## config.mk

```make
export PLATFORM = sky130hd
export DESIGN_NAME = pixel_filter_3x3
export DESIGN_NICKNAME = d
export VERILOG_FILES = /design/src/rtl/pixel_filter_pkg.sv /design/src/rtl/pixel_filter_3x3_median9.sv /design/src/rtl/pixel_filter_3x3.sv
export SDC_FILE = /design/constraint.sdc
export NUM_CORES = 1
export LEC_CHECK = 0
export BUFFER_PORTS_ARGS = -buffer_cell sky130_fd_sc_hd__buf_4
export CAP_MARGIN = 20
export CORE_MARGIN = 2
export CORE_UTILIZATION = 63
export DETAILED_ROUTE_END_ITERATION = 10
export PLACE_DENSITY = 0.8
export SLEW_MARGIN = 20
export SYNTH_ARGS = -nofsm -noshare
export SYNTH_HDL_FRONTEND = slang
export SYNTH_SLANG_ARGS = --single-unit
```

## constraint.sdc

```tcl
create_clock -name clk -period 62.9 [get_ports clk]
set_clock_uncertainty 0.1 [all_clocks]
set_input_delay 3.145 -clock clk [delete_from_list [all_inputs] [get_ports clk]]
set_output_delay 3.145 -clock clk [all_outputs]
set_load 0.02 [all_outputs]
```

## src/rtl/pixel_filter_pkg.sv

```systemverilog
// Shared definitions for the 3x3 streaming pixel filter: mode codes, FSM states,
// and the width helper for per-frame pixel counters.
package pixel_filter_pkg;

  localparam logic [1:0] MODE_PASS   = 2'd0;
  localparam logic [1:0] MODE_THR    = 2'd1;
  localparam logic [1:0] MODE_MED    = 2'd2;
  localparam logic [1:0] MODE_MEDTHR = 2'd3;

  typedef enum logic [1:0] {
    ST_IDLE  = 2'd0,
    ST_FILL  = 2'd1,
    ST_RUN   = 2'd2,
    ST_FLUSH = 2'd3
  } state_t;

  function automatic int pix_cnt_w(input int w, input int h);
    return $clog2(w * h + 1);
  endfunction

endpackage

```

## src/rtl/pixel_filter_3x3_median9.sv

```systemverilog
// Combinational 9-input median: 19 compare-exchange stages, smallest known
// network for the median of nine.
module median9
  import pixel_filter_pkg::*;
#(
  parameter int DATA_W = 8
) (
  input  logic [9*DATA_W-1:0] i_pix,
  output logic [DATA_W-1:0]   o_med
);

  // returns {low, high}
  function automatic logic [2*DATA_W-1:0] cas(input logic [DATA_W-1:0] a,
                                              input logic [DATA_W-1:0] b);
    return (a > b) ? {b, a} : {a, b};
  endfunction

  always_comb begin
    logic [DATA_W-1:0] p0, p1, p2, p3, p4, p5, p6, p7, p8;
    p0 = i_pix[0*DATA_W +: DATA_W];
    p1 = i_pix[1*DATA_W +: DATA_W];
    p2 = i_pix[2*DATA_W +: DATA_W];
    p3 = i_pix[3*DATA_W +: DATA_W];
    p4 = i_pix[4*DATA_W +: DATA_W];
    p5 = i_pix[5*DATA_W +: DATA_W];
    p6 = i_pix[6*DATA_W +: DATA_W];
    p7 = i_pix[7*DATA_W +: DATA_W];
    p8 = i_pix[8*DATA_W +: DATA_W];
    {p1, p2} = cas(p1, p2);
    {p4, p5} = cas(p4, p5);
    {p7, p8} = cas(p7, p8);
    {p0, p1} = cas(p0, p1);
    {p3, p4} = cas(p3, p4);
    {p6, p7} = cas(p6, p7);
    {p1, p2} = cas(p1, p2);
    {p4, p5} = cas(p4, p5);
    {p7, p8} = cas(p7, p8);
    {p0, p3} = cas(p0, p3);
    {p5, p8} = cas(p5, p8);
    {p4, p7} = cas(p4, p7);
    {p3, p6} = cas(p3, p6);
    {p1, p4} = cas(p1, p4);
    {p2, p5} = cas(p2, p5);
    {p4, p7} = cas(p4, p7);
    {p4, p2} = cas(p4, p2);
    {p6, p4} = cas(p6, p4);
    {p4, p2} = cas(p4, p2);
    o_med = p4;
  end

endmodule

```

## src/rtl/pixel_filter_3x3.sv

```systemverilog
// Streaming 3x3 pixel filter (passthrough / threshold / median / median+threshold).
// Optional FILTER_STATS_EN adds frame_hi_count, the per-frame count of outputs above THRESH.
//
// state | meaning
// IDLE  | drop pixels until one carries in_sof
// FILL  | priming line buffers, first IMG_W+1 pixels, no output
// RUN   | one output per accepted input
// FLUSH | input blocked, IMG_W+1 self-timed steps drain the window
module pixel_filter_3x3
  import pixel_filter_pkg::*;
#(
  parameter int DATA_W = 8,
  parameter int IMG_W  = 64,
  parameter int IMG_H  = 64,
  parameter int THRESH = 128
) (
  input  logic              clk,
  input  logic              reset,
  input  logic [1:0]        mode,
  input  logic              in_valid,
  output logic              in_ready,
  input  logic [DATA_W-1:0] in_data,
  input  logic              in_sof,
  output logic              out_valid,
  input  logic              out_ready,
  output logic [DATA_W-1:0] out_data,
  output logic              out_sof,
  output logic              out_eof
`ifdef FILTER_STATS_EN
  ,
  output logic [pix_cnt_w(IMG_W, IMG_H)-1:0] frame_hi_count
`endif
);

  localparam int KW = pix_cnt_w(IMG_W, IMG_H);
  localparam int CW = $clog2(IMG_W);
  localparam int RW = $clog2(IMG_H);
  localparam int FW = $clog2(IMG_W + 2);

  localparam logic [KW-1:0]     K_FILL_END = KW'(IMG_W);
  localparam logic [KW-1:0]     K_LAST     = KW'(IMG_W * IMG_H - 1);
  localparam logic [KW-1:0]     K_ONE      = KW'(1);
  localparam logic [FW-1:0]     FLUSH_LEN  = FW'(IMG_W + 1);
  localparam logic [FW-1:0]     FLUSH_ONE  = FW'(1);
  localparam logic [CW-1:0]     COL_LAST   = CW'(IMG_W - 1);
  localparam logic [RW-1:0]     ROW_LAST   = RW'(IMG_H - 1);
  localparam logic [DATA_W-1:0] THR_LVL    = DATA_W'(THRESH);

  state_t              r_state;
  logic [1:0]          r_mode;
  logic [KW-1:0]       r_k;
  logic [FW-1:0]       r_flush_left;
  logic [CW-1:0]       r_ocol;
  logic [RW-1:0]       r_orow;
  logic                r_out_valid;
  logic                r_out_sof;
  logic                r_out_eof;
  logic [DATA_W-1:0]   r_out_data;
  logic [DATA_W-1:0]   r_lb0 [IMG_W];
  logic [DATA_W-1:0]   r_lb1 [IMG_W];
  logic [DATA_W-1:0]   r_col0 [3];
  logic [DATA_W-1:0]   r_col1 [3];

  logic                w_out_free;
  logic                w_in_acc;
  logic                w_restart;
  logic                w_flush_step;
  logic                w_shift;
  logic                w_emit;
  logic                w_emit_sof;
  logic                w_emit_eof;
  logic                w_interior;
  logic                w_use_med;
  logic                w_use_thr;
  logic [DATA_W-1:0]   w_pix;
  logic [DATA_W-1:0]   w_new_top;
  logic [DATA_W-1:0]   w_new_mid;
  logic [DATA_W-1:0]   w_med;
  logic [DATA_W-1:0]   w_pre;
  logic [DATA_W-1:0]   w_val;

  assign w_out_free   = !r_out_valid || out_ready;
  assign in_ready     = (r_state != ST_FLUSH) && w_out_free;
  assign w_in_acc     = in_valid && in_ready;
  assign w_restart    = w_in_acc && in_sof;
  assign w_flush_step = (r_state == ST_FLUSH) && w_out_free;
  assign w_shift      = (w_in_acc && ((r_state != ST_IDLE) || in_sof)) || w_flush_step;
  assign w_emit       = ((r_state == ST_RUN) && w_in_acc && !in_sof) || w_flush_step;
  assign w_emit_sof   = (r_orow == '0) && (r_ocol == '0);
  assign w_emit_eof   = (r_state == ST_FLUSH) && (r_flush_left == FLUSH_ONE);

  // Window is {r_col0, r_col1, incoming column}; the centre sits in r_col1.
  assign w_pix     = (r_state == ST_FLUSH) ? '0 : in_data;
  assign w_new_top = r_lb1[IMG_W-1];
  assign w_new_mid = r_lb0[IMG_W-1];

  median9 #(.DATA_W(DATA_W)) u_median9 (
    .i_pix ({w_pix, w_new_mid, w_new_top,
             r_col1[2], r_col1[1], r_col1[0],
             r_col0[2], r_col0[1], r_col0[0]}),
    .o_med (w_med)
  );

  assign w_interior = (r_orow != '0) && (r_orow != ROW_LAST) &&
                      (r_ocol != '0) && (r_ocol != COL_LAST);
  assign w_use_med  = (r_mode == MODE_MED) || (r_mode == MODE_MEDTHR);
  assign w_use_thr  = (r_mode == MODE_THR) || (r_mode == MODE_MEDTHR);
  assign w_pre      = (w_use_med && w_interior) ? w_med : r_col1[1];
  assign w_val      = !w_use_thr ? w_pre : ((w_pre > THR_LVL) ? '1 : '0);

  always_ff @(posedge clk) begin
    if (w_shift) begin
      r_lb0[0] <= w_pix;
      r_lb1[0] <= w_new_mid;
      for (int i = 1; i < IMG_W; i++) begin
        r_lb0[i] <= r_lb0[i-1];
        r_lb1[i] <= r_lb1[i-1];
      end
      r_col0    <= r_col1;
      r_col1[0] <= w_new_top;
      r_col1[1] <= w_new_mid;
      r_col1[2] <= w_pix;
    end
  end

  always_ff @(posedge clk) begin
    if (reset) begin
      r_state      <= ST_IDLE;
      r_mode       <= MODE_PASS;
      r_k          <= '0;
      r_flush_left <= '0;
      r_ocol       <= '0;
      r_orow       <= '0;
      r_out_valid  <= 1'b0;
      r_out_sof    <= 1'b0;
      r_out_eof    <= 1'b0;
      r_out_data   <= '0;
    end else if (w_restart) begin
      // in_sof always (re)starts a frame, whatever state we were in
      r_state      <= ST_FILL;
      r_mode       <= mode;
      r_k          <= K_ONE;
      r_flush_left <= '0;
      r_ocol       <= '0;
      r_orow       <= '0;
      r_out_valid  <= 1'b0;
    end else begin
      if (w_emit) begin
        r_out_valid <= 1'b1;
        r_out_data  <= w_val;
        r_out_sof   <= w_emit_sof;
        r_out_eof   <= w_emit_eof;
        if (r_ocol == COL_LAST) begin
          r_ocol <= '0;
          r_orow <= r_orow + 1'b1;
        end else begin
          r_ocol <= r_ocol + 1'b1;
        end
      end else if (out_ready) begin
        r_out_valid <= 1'b0;
      end

      case (r_state)
        ST_FILL: if (w_in_acc) begin
          r_k <= r_k + 1'b1;
          if (r_k == K_FILL_END) r_state <= ST_RUN;
        end
        ST_RUN: if (w_in_acc) begin
          r_k <= r_k + 1'b1;
          if (r_k == K_LAST) begin
            r_state      <= ST_FLUSH;
            r_flush_left <= FLUSH_LEN;
          end
        end
        ST_FLUSH: if (w_flush_step) begin
          r_flush_left <= r_flush_left - 1'b1;
          if (r_flush_left == FLUSH_ONE) r_state <= ST_IDLE;
        end
        default: ;
      endcase
    end
  end

  assign out_valid = r_out_valid;
  assign out_data  = r_out_data;
  assign out_sof   = r_out_sof;
  assign out_eof   = r_out_eof;

`ifdef FILTER_STATS_EN
  logic [KW-1:0] r_hi_cnt;
  logic [KW-1:0] w_hi_inc;

  assign w_hi_inc = {{(KW-1){1'b0}}, (w_val > THR_LVL)};

  always_ff @(posedge clk) begin
    if (reset) begin
      r_hi_cnt <= '0;
    end else if (w_emit && !w_restart) begin
      r_hi_cnt <= w_emit_sof ? w_hi_inc : (r_hi_cnt + w_hi_inc);
    end
  end

  assign frame_hi_count = r_hi_cnt;
`endif

endmodule

```

# After elaboration in Yosys (flattened, before gate mapping)
# Memory sizes are Yosys's and may differ from the RTL's.
# Index checks and enable logic that the tools add are counted.
# op_classes
addsub,4
n_lt_le_gt_ge,20
eq_ne,25
n_mux,43
bitwise,1
reduce_logical,41
# ops
cell,count
$mux W16,15
$gt A8 B8 Y1,19
$mux W8,8
$mux W7,3
$pmux W7 S2,1
$reduce_and A7 Y1,2
$add A13 B1 Y13 const B,1
$eq A13 B12 Y1 const B,1
$eq A13 B7 Y1 const B,1
$logic_and A1 B1 Y1,13
$add A6 B1 Y6 const B,2
$logic_not A6 Y1,2
$mux W2,6
$ne A3 B3 Y1 const B,4
$ne A6 B6 Y1 const B,2
$reduce_bool A6 Y1,2
$ne A2 B2 Y1 const B,5
$reduce_bool A2 Y1,5
$eq A2 B2 Y1 const B,4
$gt A8 B8 Y1 const B,1
$mux W1,8
$reduce_and A2 Y1,4
$eq A7 B1 Y1 const B,1
$sub A7 B1 Y7 const B,1
other kinds (13),23
# totals
register_bits,95
ram_bits,1024
word_cells,154
mem_count,2
# memory_table
memory,depth,width,read_ports,rd_clocked_by_memory_dff,wr,line,rtl
r_lb0,64,8,64,0,64,pixel_filter_3x3.sv:59,logic [DATA_W-1:0] r_lb0 [IMG_W];
r_lb1,64,8,64,0,64,pixel_filter_3x3.sv:60,logic [DATA_W-1:0] r_lb1 [IMG_W];

# Longest topological paths before layout
# depth
depth_word,24
ltp_mapped,105
mapped_depth_nobuf,95

# Cells and area by module
# A second synthesis with hierarchy kept.
# hier_totals
cells_unflattened,2399
area_unflattened_um2,40895.5
# by_module_without_submodules
mod,n_inst,cells_each,area_each_um2,seq_area_each_um2
pixel_filter_3x3,1,1346,33813.7,32170.9
median9,1,1053,7081.8,0.0

# Least setup slack after synthesis
# OpenSTA, ideal clock, no wires.
# synth_path
path_kind,input to register
start,in in_sof
end,reg r_col0[0] (netlist name) (enable)
setup_ns,2.473
arrival_ns,46.278
required_time_ns,60.327
path_slack_ns,14.049
stages,3
n_path_buf,0
cell_sequence,nand2b_1 a21oi_1 nor2_1
# synth_between
elab_chain_cells,3
# synth_rtl
element,line,rtl
from (decl),pixel_filter_3x3.sv:23,"input logic in_sof,"
$logic_or A1 B1 Y1,pixel_filter_3x3.sv:87,assign w_shift = (w_in_acc && ((r_state != ST_IDLE) || in_sof)) || w_flush_step;
$logic_and A1 B1 Y1,pixel_filter_3x3.sv:87,
$logic_or A1 B1 Y1,pixel_filter_3x3.sv:87,
via w_shift,pixel_filter_3x3.sv:68,logic w_shift;
to (signal assigned),pixel_filter_3x3.sv:119,r_col0 <= r_col1;
to (decl),pixel_filter_3x3.sv:61,logic [DATA_W-1:0] r_col0 [3];
# The timed path passes the listed nets, and every way through them passes these cells.
# A chain may end at the register's enable or synchronous reset.

# Worst setup path in the final report
# layout_path
start,in in_data[5]
end,"reg r_out_data[3], in the netlist out_data[3]"
# layout_between
elab_chain_cells,23
word_cells_on_any_way,29
cone_classes,order compare (13); mux (16)
# layout_rtl
element,line,rtl
from (decl),pixel_filter_3x3.sv:22,"input logic [DATA_W-1:0] in_data,"
$mux W8 (*),pixel_filter_3x3.sv:93,assign w_pix = (r_state == ST_FLUSH) ? '0 : in_data;
via u_median9.i_pix[69],pixel_filter_3x3_median9.sv:8,"input logic [9*DATA_W-1:0] i_pix,"
$gt A8 B8 Y1,pixel_filter_3x3_median9.sv:15,"return (a > b) ? {b, a} : {a, b};"
$mux W16 (*),pixel_filter_3x3_median9.sv:15,
$gt A8 B8 Y1,pixel_filter_3x3_median9.sv:15,
$mux W16,pixel_filter_3x3_median9.sv:15,
$gt A8 B8 Y1,pixel_filter_3x3_median9.sv:15,
$mux W16,pixel_filter_3x3_median9.sv:15,
[8 not listed],n/a,
$gt A8 B8 Y1,pixel_filter_3x3_median9.sv:15,
$mux W8,pixel_filter_3x3_median9.sv:15,
$gt A8 B8 Y1,pixel_filter_3x3_median9.sv:15,
$mux W16 (*),pixel_filter_3x3_median9.sv:15,
$mux W8 (*),pixel_filter_3x3.sv:108,assign w_pre = (w_use_med && w_interior) ? w_med : r_col1[1];
$gt A8 B8 Y1,pixel_filter_3x3.sv:109,assign w_val = !w_use_thr ? w_pre : ((w_pre > THR_LVL) ? '1 : '0);
$mux W8,pixel_filter_3x3.sv:109,
$mux W8 (*),pixel_filter_3x3.sv:109,
to (signal assigned),pixel_filter_3x3.sv:150,r_out_data <= w_val;
to (decl),pixel_filter_3x3.sv:58,logic [DATA_W-1:0] r_out_data;
# The timed path passes the listed nets; every way through them passes the cells marked *.

==> summary.md <==
| Metric | Value |
|---|---|
| Status | finished, final reports clean |
| Setup bufs post-CTS | 0 |
| Gp weighted congestion | 0.8986 |
| Delay-heaviest family, CP | compound AO/OA/AOI/OAI gates |
| Initial antenna violation count | 2 |
| Worst slack at placement | 39.71 ns |
| Share of cells above drive strength 1 | 0.09447 |
| First drt pass iteration count | 7 |
| Adder-cell share of the synthesized area | 0.05044 |
| Synth Area in XOR/XNOR | 0.005389 |
| Hold crit path type | reg -> reg |
| Port bufs | 26 |
| Area delta synth->final | 10.90% |
| Commonest non-fill, non-tap cell in the layout | edfxtp_1 |
| CTS resizes | 0 |
| Async S/R FF share, synth | 0 |
| Worst R2R Setup Slack | a little over 40 ns |
| Most frequent cells in the layout | 1040 x edfxtp_1, 162 x ha_1, 137 x nor2_1, 122 x a21oi_1, 106 x inv_1 |
| Die area | 66540 um^2 |
| Cells after Synth | approximately 2400 |
| Initial Util | 0.6337 |
| Mean cell area of the mapped netlist | ~17 um^2 |
| Seq/Total Area, Yosys | 0.7918 |
| Vias | between 20000 and 25000 |
| I/O pins | 27 |
| CTS max path bufs | 3 |
| CP startpoint kind | input pin |
| Num CTS Buffers | a little under 100 |
| WHS | roughly 0.28 ns |
| Root Buffer | clkbuf_16 |
| Die W | between 200 and 300 um |
| First-pass GRT wire length | around 130000 um |
| Fin nets | 2626 |
| Core ar. | 64120 um^2 |
| Largest family of logic cells by synthesized area | compound AO/OA/AOI/OAI gates |
| Fin crit share | 0.3665 |
| R2r worst-path depth | 90 |
| Critical Path RT | 63.35 ns |
| Yosys top cell area share | 0.7686 |
| WS Path Type | in -> reg |
| Total number of yosys warnings | 0 |
| Synth top area cells | edfxtp_1 77%, ha_1 5.0%, dfxtp_1 2.3% |
| Crit path capture type | register |
| Simple-gate share of the synthesized area | 0.05183 |
| Later-pin clock latency in the skew report | 0.66 ns |
| Drt initial violations | between 2000 and 2500 |
| Post-synth cell types | 80 |
| CTS tree | yes |
| CP Buf/Inv Count | 5 |
| CP Max Fanout | 25 |
| Largest net degree at the start of global routing | about 220 |
| Cts-stage hold buffer count | 0 |
| Biggest cell delay along the critical path | between 0.8 and 0.9 ns |
| Detailed-route vias per instance | 6.036 |
| HPWL after DPL | between 40000 and 50000 um |
| Synth area leader | edfxtp_1 |
| Final WS setup | approximately 40 ns |
| Clock sinks | ~1100 |
| Grt total ovfl | 0 |
| TNS Setup | 0 ns |
| WL final | between 80000 and 90000 um |
| GRT Overall Usage | 0.2545 |
| H-Tree Depth | 3 |
| Final setup fails | 0 |
| Die H | roughly 260 um |
| Vias in the first global route | 20756 |
| Cell area after synthesis | 40630 um^2 |
| RSZ-0062 raised after global routing | no |
| Reg-to-reg endpoint | out_data[3]$_SDFFE_PP0P_ |
| Slowest cell on the critical path | a21oi_1 |
| Dominant synthesized flop cell | edfxtp_1 |
| Net count after synthesis | 2529 |
| Antenna diodes | 0 |
| Most frequent cell on the critical path | o21ai_0 |
| Worst r2r src | r_state[1]$_SDFFE_PP0P_ |
| CTS clk-pin slew, worst paths | approximately 0.06 ns |
| Mux cell area share after synthesis | 0.02661 |
| Compound-Gate Fraction of Synth Area | 0.05888 |
| Relative slew slack | 0.2386 |
| CP arrival | ~24 ns |
| Max-cap check violation count | 0 |
| Post-synthesis sequential element count | between 1000 and 1500 |
| Final slew viol count | 0 |
| Hold Path End | r_lb0[1][45]$_DFFE_PP_ |
| Hold Crit Depth | 0 |
| Min-delay src | r_lb0[1][37]$_DFFE_PP_ |
| Slew @ Worst Pin | roughly 1.1 ns |
| Remaining antenna violation count after routing | 0 |
| EDFF count, synth | 1040 |
| Residual DRC count | 0 |
| FP Rows | between 90 and 100 |
| Highest clock rate | about 0.043 GHz |
| Final min period | between 20 and 25 ns |
| Hold Violations, Final | 0 |
| Wirelength per Cell | ~25 um |
## synth_stat cells, types with 19 or more instances
cell and instances:
nand4_1 30, mux2i_1 81, edfxtp_1 1040, a21o_1 34
nor3_1 21, nand2b_1 19, nor2b_1 22, a21oi_1 123
o21ai_0 91, mux2_2 20, nand2_1 105, ha_1 162
o21a_1 22, nand3_1 35, clkbuf_1 32, nor2_1 138
inv_1 106, dfxtp_1 47
## stage by stage
step           cells  utilization  instance area, um^2
2_1_floorplan   2352            -                40630
3_3_place_gp    3202       0.6530                41870
6_report        3385       0.7028                45060
4_1_cts         3384       0.7021                45010
3_5_place_dp    3202       0.6530                41870
5_1_grt         3385       0.7028                45060
## cell families (layout without fill, tap and decap cells)
group,after synthesis,after routing
AO/OA/AOI/OAI,377,377
AND/OR/NAND/NOR,439,439
XOR/XNOR,25,25
flip-flops,1087,1087
adder cells (fa/ha/maj),164,164
multiplexers,104,104
buffers and inverters,156,334
## metal layers
| layer | GRT usage | share of wire |
|---|---|---|
| met5 | 0 | 0.00016 |
| met3 | 0.04574 | 0.066 |
| met4 | 0.07418 | 0.027 |
| met1 | 0.3512 | 0.42 |
| met2 | 0.4219 | 0.49 |
## area by class of cell
type / count / area, um^2
clock buffer: 123 / 2660
clock inverter: 59 / 486.7
timing repair buffer: 46 / 401.6
fill: 3768 / 19060
tap: 855 / 1070
multi-input combinational: 1109 / 7871
sequential: 1087 / 32170
inverter: 106 / 397.9
## how the worst max path moves through the flow
stage | start | to | slack, ns | cells past startpoint
floorplan | in_sof | r_col0[0]$_DFFE_PP_ | 14.05 | 3
global placement | in_data[5] | out_data[1]$_SDFFE_PP0P_ | 40.11 | 89
detailed placement | in_data[5] | out_data[3]$_SDFFE_PP0P_ | 39.71 | 88
CTS | in_data[5] | out_data[3]$_SDFFE_PP0P_ | 40.23 | 91
global route | in_data[5] | out_data[1]$_SDFFE_PP0P_ | 38.14 | 91
finish | in_data[5] | out_data[3]$_SDFFE_PP0P_ | 39.85 | 91
## registers in the layout, summed over array words and instances (netlist names), 6 cells and up
signal	cells
r_k	13
r_lb0	498
r_ocol	6
out_data	8
r_lb1	498
r_col0	22
r_col1	22
r_orow	6
r_flush_left	7
Power is not shown: default switching activity piles up to over one toggle a cycle in this logic, so the estimate is an artifact.
